<file path="src/rtl/ysyx_24080006_if_stage.sv">
// Multi-cycle instruction fetch stage: one AXI4 single-beat read per instruction, then hand-off to IDU
// and wait for the EXU commit. Optional fetch-fault reporting is enabled by YSYX_IFU_FAULT_EN.
module ysyx_24080006_if_stage #(
  parameter logic [31:0] RESET_PC = 32'h3000_0000
) (
  input  logic        clock,
  input  logic        reset,
  output logic        ifu2idu_valid,
  input  logic        idu2ifu_ready,
  output logic [31:0] ifu_pc,
  output logic [31:0] ifu_inst,
  output logic        ifu_fault,
  input  logic        exu2ifu_valid,
  output logic        ifu2exu_ready,
  input  logic [31:0] exu_dnpc,
  input  logic        exu_jump,
  input  logic        exu_branch,
  input  logic        exu_flush,
  output logic [31:0] araddr,
  output logic        arvalid,
  input  logic        arready,
  output logic [7:0]  arlen,
  output logic [2:0]  arsize,
  output logic [1:0]  arburst,
  input  logic [31:0] rdata,
  input  logic [1:0]  rresp,
  input  logic        rlast,
  input  logic        rvalid,
  output logic        rready
);

  typedef enum logic [2:0] {
    S_BOOT,
    S_AR,
    S_R,
    S_HOLD,
    S_WAIT
  } state_e;

  state_e      state_q, state_d;
  logic [31:0] pc_q, pc_d;
  logic [31:0] inst_q, inst_d;
  logic        fault_q, fault_d;

  logic        fetch_fault;
  logic [31:0] fetch_word;
  logic [31:0] fetch_addr;
  logic [31:0] next_pc;
  logic        unused_ok;

`ifdef YSYX_IFU_FAULT_EN
  // A faulting fetch is turned into an ecall so the EXU traps on it.
  assign fetch_fault = (rresp != 2'b00) || (pc_q[1:0] != 2'b00);
  assign fetch_word  = fetch_fault ? 32'h0000_0073 : rdata;
  assign fetch_addr  = {pc_q[31:2], 2'b00};
  assign unused_ok   = rlast;
`else
  assign fetch_fault = 1'b0;
  assign fetch_word  = rdata;
  assign fetch_addr  = pc_q;
  assign unused_ok   = ^{rlast, rresp};
`endif

  assign next_pc = (exu_jump | exu_branch | exu_flush) ? exu_dnpc : pc_q + 32'd4;

  // NOTE: sequential state uses non-blocking assignments so every register samples pre-edge values.
  always_ff @(posedge clock or posedge reset) begin
    if (reset) begin
      state_q <= S_BOOT;
      pc_q    <= RESET_PC;
      inst_q  <= 32'd0;
      fault_q <= 1'b0;
    end else begin
      state_q <= state_d;
      pc_q    <= pc_d;
      inst_q  <= inst_d;
      fault_q <= fault_d;
    end
  end

  // NOTE: every comb output gets a default first so no path can infer a latch.
  always_comb begin
    state_d = state_q;
    pc_d    = pc_q;
    inst_d  = inst_q;
    fault_d = fault_q;
    unique case (state_q)
      S_BOOT: state_d = S_AR;
      S_AR:   if (arready) state_d = S_R;
      S_R: begin
        if (rvalid) begin
          inst_d  = fetch_word;
          fault_d = fetch_fault;
          state_d = S_HOLD;
        end
      end
      S_HOLD: if (idu2ifu_ready) state_d = S_WAIT;
      S_WAIT: begin
        if (exu2ifu_valid) begin
          pc_d    = next_pc;
          state_d = S_AR;
        end
      end
      default: state_d = S_BOOT;
    endcase
  end

  always_comb begin
    arvalid       = 1'b0;
    rready        = 1'b0;
    ifu2idu_valid = 1'b0;
    ifu2exu_ready = 1'b0;
    unique case (state_q)
      S_AR:    arvalid       = 1'b1;
      S_R:     rready        = 1'b1;
      S_HOLD:  ifu2idu_valid = 1'b1;
      S_WAIT:  ifu2exu_ready = 1'b1;
      default: ;
    endcase
  end

  assign araddr    = fetch_addr;
  assign arlen     = 8'd0;
  assign arsize    = 3'b010;
  assign arburst   = 2'b01;
  assign ifu_pc    = pc_q;
  assign ifu_inst  = inst_q;
  assign ifu_fault = fault_q;

endmodule

</file>
<file path="config.mk">
export PLATFORM = sky130hd
export DESIGN_NAME = ysyx_24080006_if_stage
export DESIGN_NICKNAME = d
export VERILOG_FILES = /design/src/rtl/ysyx_24080006_if_stage.sv
export SDC_FILE = /design/constraint.sdc
export NUM_CORES = 1
export LEC_CHECK = 0
export ABC_AREA = 1
export CORE_MARGIN = 4
export CORE_UTILIZATION = 37
export CTS_CLUSTER_DIAMETER = 50
export DETAILED_ROUTE_END_ITERATION = 6
export GPL_ROUTABILITY_DRIVEN = 1
export GPL_TIMING_DRIVEN = 0
export HOLD_SLACK_MARGIN = 0.12
export PLACE_DENSITY = 0.77
export SKIP_CTS_REPAIR_TIMING = 1
export SYNTH_ARGS = -nofsm -noshare
export SYNTH_HDL_FRONTEND = slang
export SYNTH_SLANG_ARGS = --single-unit
</file>
<file path="constraint.sdc">
create_clock -name clock -period 2.1 [get_ports clock]
set_clock_uncertainty 0.05 [all_clocks]
set_input_delay 0.42 -clock clock [delete_from_list [all_inputs] [get_ports clock]]
set_output_delay 0.42 -clock clock [all_outputs]
set_load 0.02 [all_outputs]
</file>
==> impl_metrics.toml <==
[outcome]
status = "completed"

[synth]
synthDistinctLibCells = 32
async_reset_ff_share_pct = 100
synth_area_per_cell_um2 = 8.12
syn_inst = 489
ys_seq_area_share_pct = 42.3
synth_area_um2 = 3970
synth_flop_cell = "dfrtp_1"
synth_edf_count = 0
ys_ff_latch = 67
yosys_warnings = 0

[floorplan]
rows = 37
boundaryPins = 190
dieArea_um2 = 12400
dieHeight_um = 112
start_util_pct = 38.3
die_w_um = 112
core_area_um2 = 10400

[critical_path]
cpMaxStageDelayCell = "clkdlybuf4s50_1"
arrival_ps = 1590
r2r.worst_path.cells = 10
worstPathMaxFanout = 7
end_kind = "output pin"
slowest_delay_ps = 600
path_cells = "buf_4, clkdlybuf4s50_1"
path_class = "reg2out"
rr_startpoint = "araddr[3]"
rrSetupSlack_ps = 330
crit_path_start_kind = "flop"
crit_start = "araddr[26]"
cp.required_ps = 1630
r2r-end = "araddr[26]"

[clocking]
cts_tree = "built"
clk_latency_ps = 350
clk_pin_slew_ps = 80
cts_made_buffers = 9
cts_root_buf = "clkbuf_8"
htreeDepth = 3
cts_sinks = 67
clk_path_buf_depth = 2

[cells_and_area]
regArea_um2 = 1690
antenna_cells = 0
fillCellCount = 923
utilization_pct = 59.8
final_common_cell = "clkdlybuf4s50_1"
area_growth_pct = 56.3
fin_nets = 762
mostFrequentLayoutCells = "166 x clkdlybuf4s50_1, 125 x nand2_1, 63 x nor2_1"
drive_above_1_share_pct = 19.6
multi_input_area_um2 = 1770

[routing]
ant_nets = 0
drc = 0
post_drt_wl_per_cell_um = 15.2
first_pass_iters = 5
drt-initial-drc-count = 186
viasPerCell = 4.74
drt-total-wl_mm = 12.5
vias = 3913

[global_routing]
grtUsageTotal_pct = 19.8
antenna_found_initial = 0
grt_max_degree = 36
overflow = 0
grt_pass1_vias = 4014
grt_pass1_wl_mm = 19.7

[sta]
slew_headroom_pct = 47.3
final.setup.worst_slack_ps = 43.1
drv_slew = 0
max_slew.worst_pin.slew_ps = 789
hold_viol_final = 0
fin_crit_ps = 2060
fmax_mhz = 486
timing.final.crit_share_pct = 97.9
rsz0062_at_grt = "no"
setup_viol = 0

[pwr]
p_per_area_nw_per_um2 = 1470
p_leak_nw = 2.78
ir_drop_mv = 0.855

[placed_design]
numPortBuffers = 172
post-place-ws_ps = -93.0
gp_congestion = 0.908
dp_hpwl_mm = 9.81

[min_path]
hold_path_depth = 1
hold_start = "ifu_inst[12]"
min_to = "ifu_inst[12]"
hold_path.class = "reg2reg"

[flow_run]
drv_cap = 0
-- cell families after synthesis --
| group | after synthesis | share of synthesized area (%) |
|---|---|---|
| AO/OA/AOI/OAI | 42 | 6.05 |
| AND/OR/NAND/NOR | 243 | 26.4 |
| multiplexers | 32 | 9.08 |
| XOR/XNOR | 6 | 1.32 |
| flip-flops | 67 | 42.3 |
| buffers and inverters | 96 | 14.3 |
| adder cells (fa/ha/maj) | 1 | 0.315 |
| other | 2 | 0.189 |
-- power breakdown --
part	internal, W	switching, W	leakage, nW	total [W]
Sequential	0.00195	0.000699	0.795	0.00265
Combinational	0.00266	0.00245	1.86	0.00511
Clock	0.000818	0.000522	0.123	0.00134
-- through the flow --
| step | power (W) | TNS (ps) | instances | area, um2 | hold WS, ps |
|---|---|---|---|---|---|
| after global routing | 0.00964 | 0 | 826 | 6200 | 469 |
| final | 0.00910 | 0 | 826 | 6200 | 456 |
| after CTS | 0.00914 | -619 | 826 | 6170 | 459 |
| after detailed placement | 0.00777 | -305 | 810 | 5930 | 443 |
| after global placement | 0.00763 | -94.5 | 809 | 5910 | 432 |
| after floorplan | 0.00533 | 0 | 501 | 4020 | 476 |
-- final cells by class --
cell class	count	area share (%)
clock inverters	5	1.61
clock buffers	11	2.28
inverters	40	2.48
well taps	136	2.74
repair buffers	173	28.3
multi-input cells	338	28.6
plain buffers	56	6.74
flip-flops and latches	67	27.3
-- synthesized netlist by cell type, types with 3 or more instances --
| cell type | count | area [um2] |
|---|---|---|
| nand2_1 | 125 | 469 |
| dfrtp_1 | 65 | 1630 |
| nor2_1 | 63 | 236 |
| buf_4 | 46 | 345 |
| inv_1 | 35 | 131 |
| mux2_2 | 32 | 360 |
| nand3_1 | 31 | 155 |
| o21ai_0 | 14 | 70.1 |
| a21oi_1 | 8 | 40.0 |
| a22oi_1 | 7 | 52.6 |
| o21ai_1 | 7 | 35.0 |
| nor3_1 | 6 | 30.0 |
| inv_2 | 5 | 18.8 |
| nor2_2 | 5 | 31.3 |
| nor2_4 | 5 | 56.3 |
| buf_2 | 4 | 20.0 |
| buf_6 | 4 | 45.0 |
| xor2_1 | 4 | 35.0 |
| nand4_1 | 3 | 18.8 |
-- worst max-delay path: cells and delay by family, from the launching register on --
kind / cells / cell delay, ps
DFF: 1 / 480
buffers and inverters: 2 / 750
-- registers in the layout (all words and copies together), names as in the netlist --
| name | cells |
|---|---|
| araddr | 32 |
| ifu_inst | 32 |
| state_q | 3 |
-- worst max-delay path by stage --
| stage | end | slack, ps |
|---|---|---|
| finish | ifu_pc[26] | 40 |
| global placement | araddr[4] | -40 |
| global route | ifu_pc[19] | 7 |
| CTS | arvalid | -210 |
| floorplan | araddr[26] | 440 |
| detailed placement | araddr[4] | -90 |
-- routing by layer --
layer	global-route usage [%]	up-vias	routed length [um]
li1	-	1895	-
met1	20.9	1778	4660
met2	33.1	215	5910
met3	11.0	25	1700
met4	7.22	0	274
met5	0	-	0
Power figures use the tool's default switching activity.
